--- config.mk ---
export PLATFORM = sky130hd
export DESIGN_NAME = tick_dir_gen_flat
export DESIGN_NICKNAME = d
export VERILOG_FILES = /design/src/rtl/tick_dir_if.sv /design/src/rtl/tick_dir_gen.sv /design/src/flat_wrapper.sv
export SDC_FILE = /design/constraint.sdc
export NUM_CORES = 1
export LEC_CHECK = 0
export CORE_MARGIN = 2
export CORE_UTILIZATION = 60
export CTS_BUF_LIST = sky130_fd_sc_hd__clkbuf_8
export DETAILED_ROUTE_END_ITERATION = 7
export GPL_TIMING_DRIVEN = 1
export PLACE_DENSITY_LB_ADDON = 0.2
export SYNTH_ARGS = -nofsm -noshare
export SYNTH_HDL_FRONTEND = slang
export SYNTH_SLANG_ARGS = --single-unit
--- constraint.sdc ---
create_clock -name clock -period 3.3 [get_ports clock]
set_input_delay 0.66 -clock clock [delete_from_list [all_inputs] [get_ports clock]]
set_output_delay 0.66 -clock clock [all_outputs]
set_load 0.005 [all_outputs]
--- src/rtl/tick_dir_if.sv ---
`default_nettype none
// ============================================================================
// Module   : tick_dir_if
// Brief    : Advance tick and direction level handed to the LED shift stage.
// Revision : 1.0
// ============================================================================
interface tick_dir_if;
   logic o_valid;
   logic o_reverse;

   modport master (output o_valid, output o_reverse);
   modport slave  (input  o_valid, input  o_reverse);
endinterface
`default_nettype wire

--- src/rtl/tick_dir_gen.sv ---
`default_nettype none
// ============================================================================
// Module   : tick_dir_gen
// Brief    : Switch-selectable prescaler tick plus debounced push-button
//            direction toggle for the downstream LED shift stage.
// Revision : 1.0
// ============================================================================
module tick_dir_gen #(
   parameter int NB_COUNTER      = 32,
   parameter int NB_SW           = 3,
   parameter int NB_DEBOUNCE     = 20,
   parameter int DEBOUNCE_CYCLES = 1000000
) (
   input  wire              clock,
   input  wire              i_reset,
   input  wire [NB_SW-1:0]  i_sw,
   input  wire              i_btn,
   tick_dir_if.master       out_if
);

   localparam logic [NB_COUNTER-1:0] c_lim_0 = {{10{1'b0}}, {(NB_COUNTER-10){1'b1}}};
   localparam logic [NB_COUNTER-1:0] c_lim_1 = {{11{1'b0}}, {(NB_COUNTER-11){1'b1}}};
   localparam logic [NB_COUNTER-1:0] c_lim_2 = {{12{1'b0}}, {(NB_COUNTER-12){1'b1}}};
   localparam logic [NB_COUNTER-1:0] c_lim_3 = {{13{1'b0}}, {(NB_COUNTER-13){1'b1}}};

   localparam logic [NB_DEBOUNCE-1:0] c_db_last = NB_DEBOUNCE'(DEBOUNCE_CYCLES - 1);

   localparam logic [1:0] c_idle         = 2'd0;
   localparam logic [1:0] c_press_wait   = 2'd1;
   localparam logic [1:0] c_held         = 2'd2;
   localparam logic [1:0] c_release_wait = 2'd3;

   logic [NB_COUNTER-1:0]  r_counter;
   logic [NB_COUNTER-1:0]  w_limit;
   logic                   r_valid;
   logic                   r_reverse;
   logic                   r_sync_1;
   logic                   r_btn_s;
   logic [NB_DEBOUNCE-1:0] r_dc;
   logic [1:0]             r_state;

   always_comb begin
      w_limit = c_lim_0;
      case (i_sw[2:1])
         2'b00:   w_limit = c_lim_0;
         2'b01:   w_limit = c_lim_1;
         2'b10:   w_limit = c_lim_2;
         default: w_limit = c_lim_3;
      endcase
   end

   // >= rather than == so a rate change below the current count wraps at once
   always_ff @(posedge clock or negedge i_reset) begin
      if (!i_reset) begin
         r_counter <= '0;
         r_valid   <= 1'b0;
      end else if (!i_sw[0]) begin
         r_valid   <= 1'b0;
      end else if (r_counter >= w_limit) begin
         r_counter <= '0;
         r_valid   <= 1'b1;
      end else begin
         r_counter <= r_counter + 1'b1;
         r_valid   <= 1'b0;
      end
   end

   always_ff @(posedge clock or negedge i_reset) begin
      if (!i_reset) begin
         r_sync_1 <= 1'b0;
         r_btn_s  <= 1'b0;
      end else begin
         r_sync_1 <= i_btn;
         r_btn_s  <= r_sync_1;
      end
   end

   // Direction flips only when a press has been stable long enough to enter HELD
   always_ff @(posedge clock or negedge i_reset) begin
      if (!i_reset) begin
         r_state   <= c_idle;
         r_dc      <= '0;
         r_reverse <= 1'b0;
      end else begin
         case (r_state)
            c_idle: begin
               if (r_btn_s) begin
                  r_state <= c_press_wait;
                  r_dc    <= '0;
               end
            end
            c_press_wait: begin
               if (!r_btn_s) begin
                  r_state <= c_idle;
               end else if (r_dc == c_db_last) begin
                  r_state   <= c_held;
                  r_reverse <= ~r_reverse;
               end else begin
                  r_dc <= r_dc + 1'b1;
               end
            end
            c_held: begin
               if (!r_btn_s) begin
                  r_state <= c_release_wait;
                  r_dc    <= '0;
               end
            end
            default: begin
               if (r_btn_s) begin
                  r_state <= c_held;
               end else if (r_dc == c_db_last) begin
                  r_state <= c_idle;
               end else begin
                  r_dc <= r_dc + 1'b1;
               end
            end
         endcase
      end
   end

   assign out_if.o_valid   = r_valid;
   assign out_if.o_reverse = r_reverse;

endmodule
`default_nettype wire

--- src/flat_wrapper.sv ---
// flat-port wrapper written by rule: the top's interface ports become plain ports
module tick_dir_gen_flat 
#(
   parameter int NB_COUNTER      = 32,
   parameter int NB_SW           = 3,
   parameter int NB_DEBOUNCE     = 20,
   parameter int DEBOUNCE_CYCLES = 1000000
)
  (clock, i_reset, i_sw, i_btn, out_if_o_valid, out_if_o_reverse);
  tick_dir_if out_if_i ();
  input  wire clock;
  input  wire i_reset;
  input  wire [NB_SW-1:0] i_sw;
  input  wire i_btn;
  output wire logic [$bits(out_if_i.o_valid)-1:0] out_if_o_valid;
  output wire logic [$bits(out_if_i.o_reverse)-1:0] out_if_o_reverse;
  assign out_if_o_valid = out_if_i.o_valid;
  assign out_if_o_reverse = out_if_i.o_reverse;
  tick_dir_gen #(.NB_COUNTER(NB_COUNTER), .NB_SW(NB_SW), .NB_DEBOUNCE(NB_DEBOUNCE), .DEBOUNCE_CYCLES(DEBOUNCE_CYCLES)) u_core (.clock(clock), .i_reset(i_reset), .i_sw(i_sw), .i_btn(i_btn), .out_if(out_if_i));
endmodule
==> impl_metrics.csv, run 1 <==
group,metric,value,unit
run_status,status,"complete, no violations",
power_and_ir_drop,leakage,1.54,nW
sta,hold_viol,0,
critical_path,worst_ep_arrival_time,3.05,ns
critical_path,crit_slowest_cell,"o311ai_0",
sta,setup_viol,0,
global_route,grt_max_degree,31,
power_and_ir_drop,peakVddDrop,0.408,mV
critical_path,path_cells,"clkdlybuf4s50_1 -> or2_2 -> ha_1 -> nand3_1 -> nand4_1 -> a21oi_2 -> nand3_1 -> o311ai_0",
layout,fin_util,0.691,
sta,fin_skew,0.00897,ns
clock_tree,clk_path_buf_depth,2,
synth,yosys_warnings,0,
critical_path,startpoint_type,"primary input",
placed_design,io_buffer_count,7,
sta,relSlewSlack,0.444,
critical_path,critPathMaxStageDelay,0.55,ns
synth,synth-seq-cells,58,
layout,n_antenna_cell,0,
clock_tree,cts-resized-gates,0,
clock_tree,postCtsSetupBuffers,0,
die,ios,8,
layout,final_cells,456,
synth,async_flop_share,1.00,
route,via_count,2877,
sta,holdWs,0.337,ns
die,fp-row-count,26,
power_and_ir_drop,p_sw,792,µW
layout,final_area,0.00360,mm²
placed_design,place_area,0.00343,mm²
placed_design,dp_cells,440,
layout,nNetsFinal,395,
clock_tree,clkSinkCount,58,
clock_tree,cts_buffers,9,
clock_tree,clock_latency,0.35,ns
global_route,antenna_found_initial,0,
power_and_ir_drop,internal-power,1.32,mW
die,die_h,78.1,µm
sta,fin_setup_tns,0,ns
clock_tree,cts_root_buf,"clkbuf_8",
power_and_ir_drop,p_comb_frac,0.308,
min_path,hold_class,"primary input to async pin",
synth,synth.distinct_cells,49,
flow_run,cap_violations,0,
sta,layout_setup_ws,0.454,ns
critical_path,required,3.50,ns
synth,synth-edff-count,0,
synth,ys.flop_type,"dfrtp_1",
sta,rsz0062_at_grt,"no",
clock_tree,hold_buffers,0,
layout,drive_above_1_share,0.0855,
sta,finalMaxSlewViolations,0,
placed_design,preCtsSetupSlack,0.0719,ns
critical_path,path_max_fanout,13,
sta,max_freq,351,MHz
critical_path,path_common_cell,"nand3_1",
power_and_ir_drop,cellPowerDensity,586,mW/mm²
synth,syn-cell-area,0.00330,mm²
critical_path,path_buf_inv,1,
synth,ys_seq_area_frac,0.440,
route,drtPass1Iterations,4,
die,die_x,78.1,µm
critical_path,path_class,"primary input to flip-flop",
global_route,grtUsageTotal,0.259,
power_and_ir_drop,swShare,0.375,
power_and_ir_drop,finalPower,2.11,mW
route,wl_per_cell,16.0,µm
route,vias_per_cell,6.31,
die,die_area,0.00610,mm²
route,wl,7300,µm
synth,synth.avg_cell_area,8.88,µm²
synth,synth_cells,371,
clock_tree,h-tree-depth,3,
sta,fin_crit,2.85,ns
global_route,grt_pass1_wl,12500,µm
sta,tightest_slew,0.822,ns
clock_tree,cts_tree,"built",
route,drt_iter0_markers,197,
sta,period_share,0.862,
global_route,grt_pass1_vias,2754,
power_and_ir_drop,clockPowerShare,0.266,
critical_path,path_delay_family,"simple AND/OR/NAND/NOR gates",
critical_path,end_kind,"flip-flop",
power_and_ir_drop,pwr-share-seq,0.426,
route,ant_nets,0,
clock_tree,clkTransAtPathRegs,0.07,ns
placed_design,routabilityCongestion,0.875,
synth,syn-num-nets,385,
die,initial_utilization,0.633,
placed_design,post-dp-hpwl,4850,µm
global_route,grt-ovfl-total,0,
die,core,0.00520,mm²
layout,area_growth_syn_to_layout,9.19,%
route,drc,0,
-- synth_stat cells (all sizes together), types with 3 or more instances --
library cell / count / share of area
a41oi: 4 / 0.011
inv: 16 / 0.018
o211ai: 5 / 0.011
a31oi: 7 / 0.013
o31ai: 8 / 0.020
clkbuf: 10 / 0.011
nor2: 30 / 0.036
and2: 3 / 0.0057
o22ai: 5 / 0.0095
ha: 8 / 0.030
nand4: 27 / 0.051
dfrtp: 58 / 0.44
buf: 6 / 0.011
or4: 3 / 0.0080
or2: 3 / 0.0057
nor3: 8 / 0.014
nor4: 7 / 0.015
nand3: 37 / 0.056
o21ai: 23 / 0.035
and3: 9 / 0.017
nand2: 34 / 0.039
o311ai: 5 / 0.013
a21oi: 15 / 0.025
xor2: 15 / 0.040
and4: 3 / 0.0080
or3: 3 / 0.0057
-- routing by layer --
layer	track usage	vias up	routed length, µm
li1	-	1405	-
met1	0.325	1372	3350
met2	0.422	81	3490
met3	0.0471	19	307
met4	0.146	0	155
met5	0	-	0
-- registers in the layout, summed over array words and instances (netlist names), named ones only --
| register | count |
|---|---|
| u_core.out_if.o_valid | 1 |
| u_core.r_counter | 32 |
| u_core.r_state | 1 |
| u_core.r_dc | 20 |
| u_core.r_sync_1 | 1 |
| u_core.r_btn_s | 1 |
| u_core.out_if.o_reverse | 1 |
-- path summary, 6_finish.rpt --
check                                       endpoint  slack (ns)              start  cells after the start
min in group clock                    u_core.r_btn_s        0.36    u_core.r_sync_1                      0
worst max register to register       u_core.r_dc[19]        0.88  u_core.r_state[0]                      8
worst max-delay path             u_core.r_counter[9]        0.45            i_sw[2]                      8
worst min register to register        u_core.r_btn_s        0.36    u_core.r_sync_1                      0
worst min-delay path                  u_core.r_dc[8]        0.34            i_reset                      1
max in group asynchronous       u_core.r_counter[24]        2.13            i_reset                      2
-- cells by family after synthesis --
| kind of cell | after synthesis | share of synthesized area |
|---|---|---|
| buffers and inverters | 32 | 0.0406 |
| XOR/XNOR | 17 | 0.0452 |
| multiplexers | 2 | 0.00645 |
| AO/OA/AOI/OAI | 80 | 0.159 |
| adder cells (fa/ha/maj) | 8 | 0.0304 |
| flip-flops | 58 | 0.440 |
| AND/OR/NAND/NOR | 174 | 0.278 |
-- cells in the final DEF, fill, tap and decap left out, types with 3 or more instances in the layout --
| cell type | instances |
|---|---|
| dfrtp_1 | 58 |
| nand3_1 | 37 |
| nand2_1 | 33 |
| nor2_1 | 29 |
| nand4_1 | 27 |
| o21ai_0 | 21 |
| inv_1 | 19 |
| xor2_1 | 15 |
| a21oi_1 | 13 |
| clkbuf_8 | 10 |
| and3_1 | 9 |
| ha_1 | 8 |
| buf_4 | 8 |
| nor3_1 | 7 |
| a31oi_1 | 7 |
| o31ai_1 | 7 |
| nor4_1 | 6 |
| clkdlybuf4s50_1 | 6 |
| o211ai_1 | 5 |
| o22ai_1 | 5 |
| a41oi_1 | 4 |
| or2_2 | 3 |
| and2_1 | 3 |
| or3_1 | 3 |
| and4_1 | 3 |
| o311ai_0 | 3 |
| clkinv_2 | 3 |
-- cell type report --
cell class | count | area [µm²]
clock buffer | 10 | 138
inverter | 16 | 60.1
sequential | 58 | 1450
fill | 450 | 1610
clock inverter | 6 | 26.3
timing repair buffer | 15 | 125
multi-input combinational | 281 | 1710
tap | 70 | 87.6
-- worst register-to-register path: stages (launching register included) --
cell     delay [ns]
dfrtp_1        0.38
inv_1          0.11
ha_1           0.28
nor3_1         0.27
a21oi_1        0.07
buf_4          0.20
nor2_1         0.49
nand4_1        0.23
o31ai_1        0.28
-- power by group through the flow --
stage,Sequential [mW],Combinational [mW],Clock (mW)
after floorplan,0.882,0.480,0
after CTS,0.895,0.647,0.569
after detailed placement,0.906,0.644,0
final,0.900,0.650,0.561
after global routing,0.910,0.734,0.596
after global placement,0.901,0.625,0
(Power assumes the default switching activity.)
==> inputs of run 2 (changes only) <==
CELL_PAD_IN_SITES_DETAIL_PLACEMENT = 1   (was unset)
CELL_PAD_IN_SITES_GLOBAL_PLACEMENT = 1   (was unset)
CORE_UTILIZATION = 54   (was 60)
MAX_ROUTING_LAYER = met4   (was unset)
==> impl_metrics.csv, run 2 (synthesis gave the netlist of run 1 again) <==
group,metric,value,unit
layout,n_antenna_cell,0,
layout,final_cell_mix,"dfrtp_1 (58), nand3_1 (37), nand2_1 (33)",
clock_tree,clock_latency,0.35,ns
placed_design,routabilityCongestion,0.913,
sta,fin_setup_tns,0,ns
critical_path,path_common_cell,"nand3_1",
die,fp-row-count,28,
layout,fin_util,0.616,
route,drt_iter0_markers,135,
die,die_h,82.1,µm
route,vias_per_cell,6.41,
route,ant_nets,0,
critical_path,end_kind,"flip-flop",
sta,relSlewSlack,0.552,
min_path,hold_class,"primary input to async pin",
layout,final_common_cell,"dfrtp_1",
sta,tightest_slew,0.669,ns
global_route,grt_pass1_vias,3016,
critical_path,path_delay_family,"simple AND/OR/NAND/NOR gates",
sta,holdWs,0.264,ns
global_route,antenna_found_initial,0,
critical_path,path_buf_inv,1,
clock_tree,hold_buffers,0,
power_and_ir_drop,finalPower,2.27,mW
critical_path,required,3.53,ns
clock_tree,cts-resized-gates,0,
route,drc,0,
route,drtPass1Iterations,4,
critical_path,startpoint,"i_sw[2]",
layout,area_growth_syn_to_layout,10.6,%
sta,setup_viol,0,
clock_tree,clkTransAtPathRegs,0.07,ns
die,die_x,82.1,µm
sta,hold_viol,0,
critical_path,crit_slowest_cell,"o311ai_0",
global_route,grt_max_degree,40,
sta,finalMaxSlewViolations,0,
layout,top_register,"u_core.r_counter",
layout,seqCellArea,0.00145,mm²
die,die_area,0.00674,mm²
global_route,grt_pass1_wl,14500,µm
sta,fin_skew,0.00816,ns
die,core,0.00592,mm²
critical_path,path_cells,"clkdlybuf4s50_1 -> or2_2 -> ha_1 -> nand3_1 -> nor3_1 -> nand3_1 -> nand3_1 -> o311ai_0",
clock_tree,cts_tree,"built",
clock_tree,cts_buffers,9,
layout,drive_above_1_share,0.0883,
clock_tree,cts_root_buf,"clkbuf_8",
sta,rsz0062_at_grt,"no",
sta,max_freq,354,MHz
sta,fin_crit,2.82,ns
critical_path,worst_ep_arrival_time,3.05,ns
layout,multi_input_area,0.00171,mm²
critical_path,path_max_fanout,13,
placed_design,io_buffer_count,7,
route,wl,8630,µm
die,ios,8,
power_and_ir_drop,cellPowerDensity,624,mW/mm²
clock_tree,clkSinkCount,58,
power_and_ir_drop,peakVddDrop,0.421,mV
layout,largest_register_ffs,32,
layout,fillers,709,
critical_path,critPathMaxStageDelay,0.47,ns
clock_tree,clk_path_buf_depth,2,
sta,period_share,0.855,
run_status,status,"complete, no violations",
placed_design,post-dp-hpwl,5650,µm
power_and_ir_drop,leakage,1.55,nW
layout,nNetsFinal,395,
flow_run,cap_violations,0,
die,initial_utilization,0.557,
route,via_count,2948,
route,wl_per_cell,18.8,µm
critical_path,timing.rr.start,"u_core.r_state[0]",
layout,reg.largest.list,"u_core.r_counter: 32 flops, u_core.r_dc: 20 flops",
clock_tree,postCtsSetupBuffers,0,
global_route,grt-ovfl-total,0,
critical_path,startpoint_type,"primary input",
critical_path,path_class,"primary input to flip-flop",
clock_tree,h-tree-depth,3,
global_route,grtUsageTotal,0.292,
-- run 2: changes by cell type in the layout (fill, tap and decap cells not counted), sizes merged --
cell / delta
clkbuf: +2
bufinv: +1
clkinv: -2
inv: -2
-- run 2: final timing paths --
kind                                         to  slack, ns  depth (start not counted)
setup / recovery            u_core.r_counter[3]       0.48                          8
hold / removal                   u_core.r_dc[3]       0.26                          1
setup reg to reg                 u_core.r_dc[6]       0.78                          8
hold reg to reg                  u_core.r_btn_s       0.35                          0
max in group asynchronous  u_core.r_counter[20]       2.14                          2
min in group clock               u_core.r_btn_s       0.35                          0
-- run 2: power by group --
part	switching [mW]	leakage, nW	internal (mW)
registers	0.103	0.759	0.796
logic	0.442	0.678	0.242
clock network	0.289	0.110	0.402
total	0.833	1.55	1.44
-- run 2: area by class of cell --
class | instances | area share
inverters | 16 | 0.0165
flip-flops and latches | 58 | 0.398
well taps | 75 | 0.0257
clock inverters | 3 | 0.0106
multi-input cells | 281 | 0.469
repair buffers | 15 | 0.0343
clock buffers | 12 | 0.0453
-- run 2: routing by layer --
layer | routed length (µm) | part of all wire | up-vias | track usage
li1 | - | - | 1398 | -
met1 | 3750 | 0.44 | 1496 | 0.350
met2 | 4540 | 0.53 | 41 | 0.493
met3 | 218 | 0.025 | 13 | 0.0467
met4 | 110 | 0.013 | 0 | 0.117
met5 | 0 | 0 | - | -
-- run 2: metrics by stage --
| step | area (µm²) | cells | worst slack, ns |
|---|---|---|---|
| 6_report | 3640 | 460 | 0.477 |
| 5_1_grt | 3640 | 460 | 0.218 |
| 4_1_cts | 3640 | 460 | 0.458 |
| 3_5_place_dp | 3440 | 445 | 0.0511 |
| 3_3_place_gp | 3440 | 445 | 0.185 |
| 2_1_floorplan | 3300 | 371 | 0.958 |
==> RTL edit 1: new RTL, config.mk and constraints of run 2 <==
`NB_COUNTER` is set to 32 in 2 places; all go to 64.
--- a/src/rtl/tick_dir_gen.sv
+++ b/src/rtl/tick_dir_gen.sv
@@ -8,3 +8,3 @@
 module tick_dir_gen #(
-   parameter int NB_COUNTER      = 32,
+   parameter int NB_COUNTER      = 64,
    parameter int NB_SW           = 3,
--- a/src/flat_wrapper.sv
+++ b/src/flat_wrapper.sv
@@ -3,3 +3,3 @@
 #(
-   parameter int NB_COUNTER      = 32,
+   parameter int NB_COUNTER      = 64,
    parameter int NB_SW           = 3,
Function: same outputs for any inputs over 10 cycles, from zero or initial values and one cycle with i_reset low; that may be too few to reach the edited logic, so the function may still have changed.
==> RTL edit 1 against run 2 <==
- power grew 18%
- synthesized cell count grew 35%
- critical path depth grew 1
- sequential cell count grew 32
- wire length grew 35%
- worst hold slack gained 80 ps
- first-iteration DRC count shrank 0.74%
- via count grew 29%
- worst setup slack lost 90 ps
- area after synthesis grew 43%
- highest routed layer unchanged
- final area grew 41%
==> RTL edit 1: results (changes against run 2) <==
* RR Endpoint: u_core.r_counter[57] (was u_core.r_dc[6])
* Pleak at 2.30 nW (was 1.55 nW)
* WP data arrival at 3120 ps (was 3050 ps)
* Worst path max stage delay at 570 ps (was 470 ps)
* Met2 usage at 46.0% (was 49.3%)
* Synth Net Count at 513 (was 385)
* Fin nets at 527 (was 395)
* Synth cell types at 48 (was 49)
* Status: complete, no violations (unchanged)
* Synth cell count leaders: 90 x dfrtp_1, 83 x nor2_1, 42 x xor2_1 (was 58 x dfrtp_1, 37 x nand3_1, 33 x nand2_1)
* Initial DRC count at 134 (was 135)
* Filler cell count at 976 (was 709)
* P_int at 0.00185 W (was 0.00144 W)
* Top flop regs: u_core.r_counter (64), u_core.r_dc (20) (was u_core.r_counter (32), u_core.r_dc (20))
* Max IR drop VDD at 239 uV (was 421 uV)
* Met1 Usage GRT at 33.3% (was 35.0%)
* Worst-case reg-to-reg path depth at 6 (was 8)
* Dpl cell area at 4900 um2 (was 3440 um2)
* Reg-to-reg startpoint: u_core.r_counter[22] (was u_core.r_state[0])
* Dpl hpwl at 8200 um (was 5650 um)
* Via count at 3,812 (was 2,948)
* Placer Congestion at 0.813 (was 0.913)
* Clock-pin slew on the worst setup and hold paths at 100 ps (was 70 ps)
* Fin Clk Skew at 13.2 ps (was 8.16 ps)
* Drt total wl at 11,600 um (was 8630 um)
* Flop pwr share at 45.8% (was 39.5%)
* Share of cells above drive strength 1 at 6.58% (was 8.83%)
* Top post-synthesis cells by area: dfrtp_1 48%, xor2_1 7.8%, nor2_1 6.6% (was dfrtp_1 44%, nand3_1 5.6%, nand4_1 5.1%)
* M3 GR Usage at 3.31% (was 4.67%)
* Largest net degree at the start of global routing at 53 (was 40)
* Worst reg2reg setup slack at 600 ps (was 780 ps)
* First-pass GRT wire length at 20,300 um (was 14,500 um)
* Slowest cell on crit path: nor2_8 (was o311ai_0)
-- RTL edit 1: power by group through the flow --
stage | Sequential [W] | Combinational (W) | Clock (W)
3_5_place_dp | 0.00125 | 0.000546 | 0
2_1_floorplan | 0.00123 | 0.000380 | 0
3_3_place_gp | 0.00124 | 0.000519 | 0
5_1_grt | 0.00124 | 0.000622 | 0.000964
6_report | 0.00123 | 0.000544 | 0.000910
4_1_cts | 0.00123 | 0.000549 | 0.000920
-- RTL edit 1: kinds of logic (layout without fill, tap and decap cells) --
family	count (synthesis)	in the layout	share of synthesized area [%]
mux	3	3	0.664
compound gates	65	65	8.79
buf+inv	22	40	2.63
flops	90	90	47.8
simple gates	259	259	28.4
fa+ha+maj	8	8	2.12
xor+xnor	52	52	9.66
-- RTL edit 1: area by class of cell --
class / count / area (um2) / share of cell area (%)
multi-input combinational: 387 / 2340 / 45.5
tap: 108 / 135 / 2.63
inverter: 10 / 37.5 / 0.730
clock inverter: 6 / 116 / 2.26
timing repair buffer: 15 / 140 / 2.73
sequential: 90 / 2250 / 43.8
clock buffer: 9 / 124 / 2.41
-- RTL edit 1: worst max-delay path by stage --
| stage | startpoint | endpoint | slack, ps |
|---|---|---|---|
| global placement | i_sw[2] | u_core.r_counter[10] | 200 |
| finish | i_sw[2] | u_core.r_counter[57] | 390 |
| global route | i_sw[2] | u_core.r_counter[57] | 260 |
| detailed placement | i_sw[2] | u_core.r_counter[57] | 30 |
| CTS | i_sw[2] | u_core.r_counter[57] | 390 |
| floorplan | i_sw[2] | u_core.r_counter[5] | 860 |
-- RTL edit 1: metrics by stage --
stage / hold WS, ps / worst slack (ps) / std cells
2_1_floorplan: 331 / 861 / 499
3_3_place_gp: 338 / 198 / 610
3_5_place_dp: 355 / 33.0 / 610
4_1_cts: 357 / 392 / 625
5_1_grt: 379 / 262 / 625
6_report: 344 / 386 / 625
-- RTL edit 1: layer usage --
metal	routed length [um]	part of all wire (%)	vias to the layer above
met4	259	2.2	0
met3	231	2.0	21
li1	-	-	1793
met2	5990	52	50
met5	0	0	-
met1	5150	44	1948
-- RTL edit 1: worst max-delay path, delay by kind of cell --
family | cells | cell delay [ps]
fa+ha+maj | 1 | 290
compound gates | 2 | 490
simple gates | 3 | 1070
buf+inv | 3 | 600
==> RTL edit 2: new RTL, flow settings as in run 2 <==
Without the edit above. Reset style: synchronous (`i_reset`), changed in 3 clocked blocks.
--- a/src/rtl/tick_dir_gen.sv
+++ b/src/rtl/tick_dir_gen.sv
@@ -52,3 +52,3 @@
    // >= rather than == so a rate change below the current count wraps at once
-   always_ff @(posedge clock or negedge i_reset) begin
+   always_ff @(posedge clock) begin
       if (!i_reset) begin
@@ -67,3 +67,3 @@
 
-   always_ff @(posedge clock or negedge i_reset) begin
+   always_ff @(posedge clock) begin
       if (!i_reset) begin
@@ -78,3 +78,3 @@
    // Direction flips only when a press has been stable long enough to enter HELD
-   always_ff @(posedge clock or negedge i_reset) begin
+   always_ff @(posedge clock) begin
       if (!i_reset) begin
Function: same outputs for any inputs over 10 cycles, from zero or initial values and one cycle with i_reset low; that may be too few to reach the edited logic, so the function may still have changed.
==> RTL edit 2 against run 2 <==
- sequential cell count unchanged
- area after synthesis down 5.6%
- critical endpoint is now u_core.r_counter[5]
- sequential share of layout area down 5.8 points
- final area down 6.4%
- wire length down 0.99%
- highest routed layer unchanged
- maximum frequency up 7.2%
- worst setup slack better by 190 ps
Power is not compared: it rests on default switching activity, and its combinational part moved more than twofold at a synthesized area within 25%.
==> RTL edit 2: results (changes against run 2) <==
* RR Endpoint: u_core.r_dc[17] (was u_core.r_dc[6])
* Clock Path Buffers at 2 (unchanged)
* Status: complete, no violations (unchanged)
* FFs w/ async S/R, synth at 0% (was 100%)
* Share of cells above drive strength 1 at 9.42% (was 8.83%)
* Mux contribution to synthesized area at 1.65% (was 0.645%)
* Met3 wire length at 314 um (was 218 um)
* Reg-to-reg startpoint: u_core.r_state[0] (unchanged)
* Initial DRC count at 204 (was 135)
* Pre-CTS WS at 333 ps (was 51.1 ps)
* Met1 Usage GRT at 38.7% (was 35.0%)
* Dpl hpwl at 5790 um (was 5650 um)
* Largest net degree at the start of global routing at 34 (was 40)
* Sequential share of the synthesized area at 37.3% (was 44.0%)
* Placed insts at 438 (was 445)
* Met2 usage at 47.0% (was 49.3%)
* Crit Path Max Fanout at 28 (was 13)
* Dpl cell area at 3230 um2 (was 3440 um2)
* Worst-case headroom to the max-slew limit at 37.9% (was 55.2%)
* Family with the most delay on the worst path: simple AND/OR/NAND/NOR gates (unchanged)
* Xor and xnor area share after synthesis at 8.73% (was 4.52%)
* Vias per cell at 6.31 (was 6.41)
* Avg Inst Size Synth at 8.29 um2 (was 8.88 um2)
* Fin nets at 391 (was 395)
* Uppermost layer routed: met4 (unchanged)
* Top post-synthesis cells by area: dfxtp_1 37%, nor3_1 6.8%, xor2_1 5.1% (was dfrtp_1 44%, nand3_1 5.6%, nand4_1 5.1%)
* Top FF cell, synth: dfxtp_1 (was dfrtp_1)
* Hold Path Class: register to register (was primary input to asynchronous set/reset pin)
* Post-CTS resize count at 0 (unchanged)
* Fin worst setup slack at 666 ps (was 477 ps)
* Synth cell types at 48 (was 49)
* M3 GR Usage at 4.86% (was 4.67%)
* Total Routing Usage GR at 29.7% (was 29.2%)
* Fin Clk Skew at 7.63 ps (was 8.16 ps)
* Max IR drop VDD at 331 uV
* Worst setup path endpoint: u_core.r_counter[5] (was u_core.r_counter[3])
* Number of global-route vias before repair at 2,866 (was 3,016)
* Placer Congestion at 0.853 (was 0.913)
* Worst-case reg-to-reg path depth at 7 (was 8)
* Worst reg2reg setup slack at 700 ps (was 780 ps)
* Drt total wl at 8540 um (was 8630 um)
* Routed wl met2 at 4050 um (was 4540 um)
* WL met1 at 4040 um (was 3750 um)
* WP data arrival at 2850 ps (was 3050 ps)
* Synth cell count leaders: 58 x dfxtp_1, 42 x nor3_1, 37 x nand2_1 (was 58 x dfrtp_1, 37 x nand3_1, 33 x nand2_1)
* Final cell count without fillers at 454 (was 460)
* Adder-cell area share of the yosys netlist at 3.22% (was 3.04%)
* Slowest cell on crit path: clkdlybuf4s50_1 (was o311ai_0)
* P_int at 0.00106 W
* Worst path max stage delay at 440 ps (was 470 ps)
* First-pass GRT wire length at 14,400 um (was 14,500 um)
-- RTL edit 2: cell types whose count changed in the layout (fill, tap and decap cells not counted), moves of 10 or more --
| cell | before | now |
|---|---|---|
| dfrtp_1 | 58 | 0 |
| dfxtp_1 | 0 | 58 |
| inv_1 | 17 | 7 |
| nand3_1 | 37 | 18 |
| nor2_1 | 29 | 19 |
| nor3_1 | 7 | 42 |
| xnor2_1 | 2 | 13 |
-- RTL edit 2: area by class of cell --
type,count,area (um2)
timing repair buffer,13,140
inverter,5,18.8
clock inverter,4,17.5
multi-input combinational,290,1820
fill,685,2130
tap,72,90.1
sequential,58,1160
clock buffer,12,165
-- RTL edit 2: logic make-up after synthesis --
| family | after synthesis |
|---|---|
| and+or+nand+nor | 189 |
| muxes | 5 |
| buffers and inverters | 27 |
| xor gates and xnor gates | 31 |
| DFF | 58 |
| adders and majority gates | 8 |
| AOI/OAI and AO/OA | 57 |
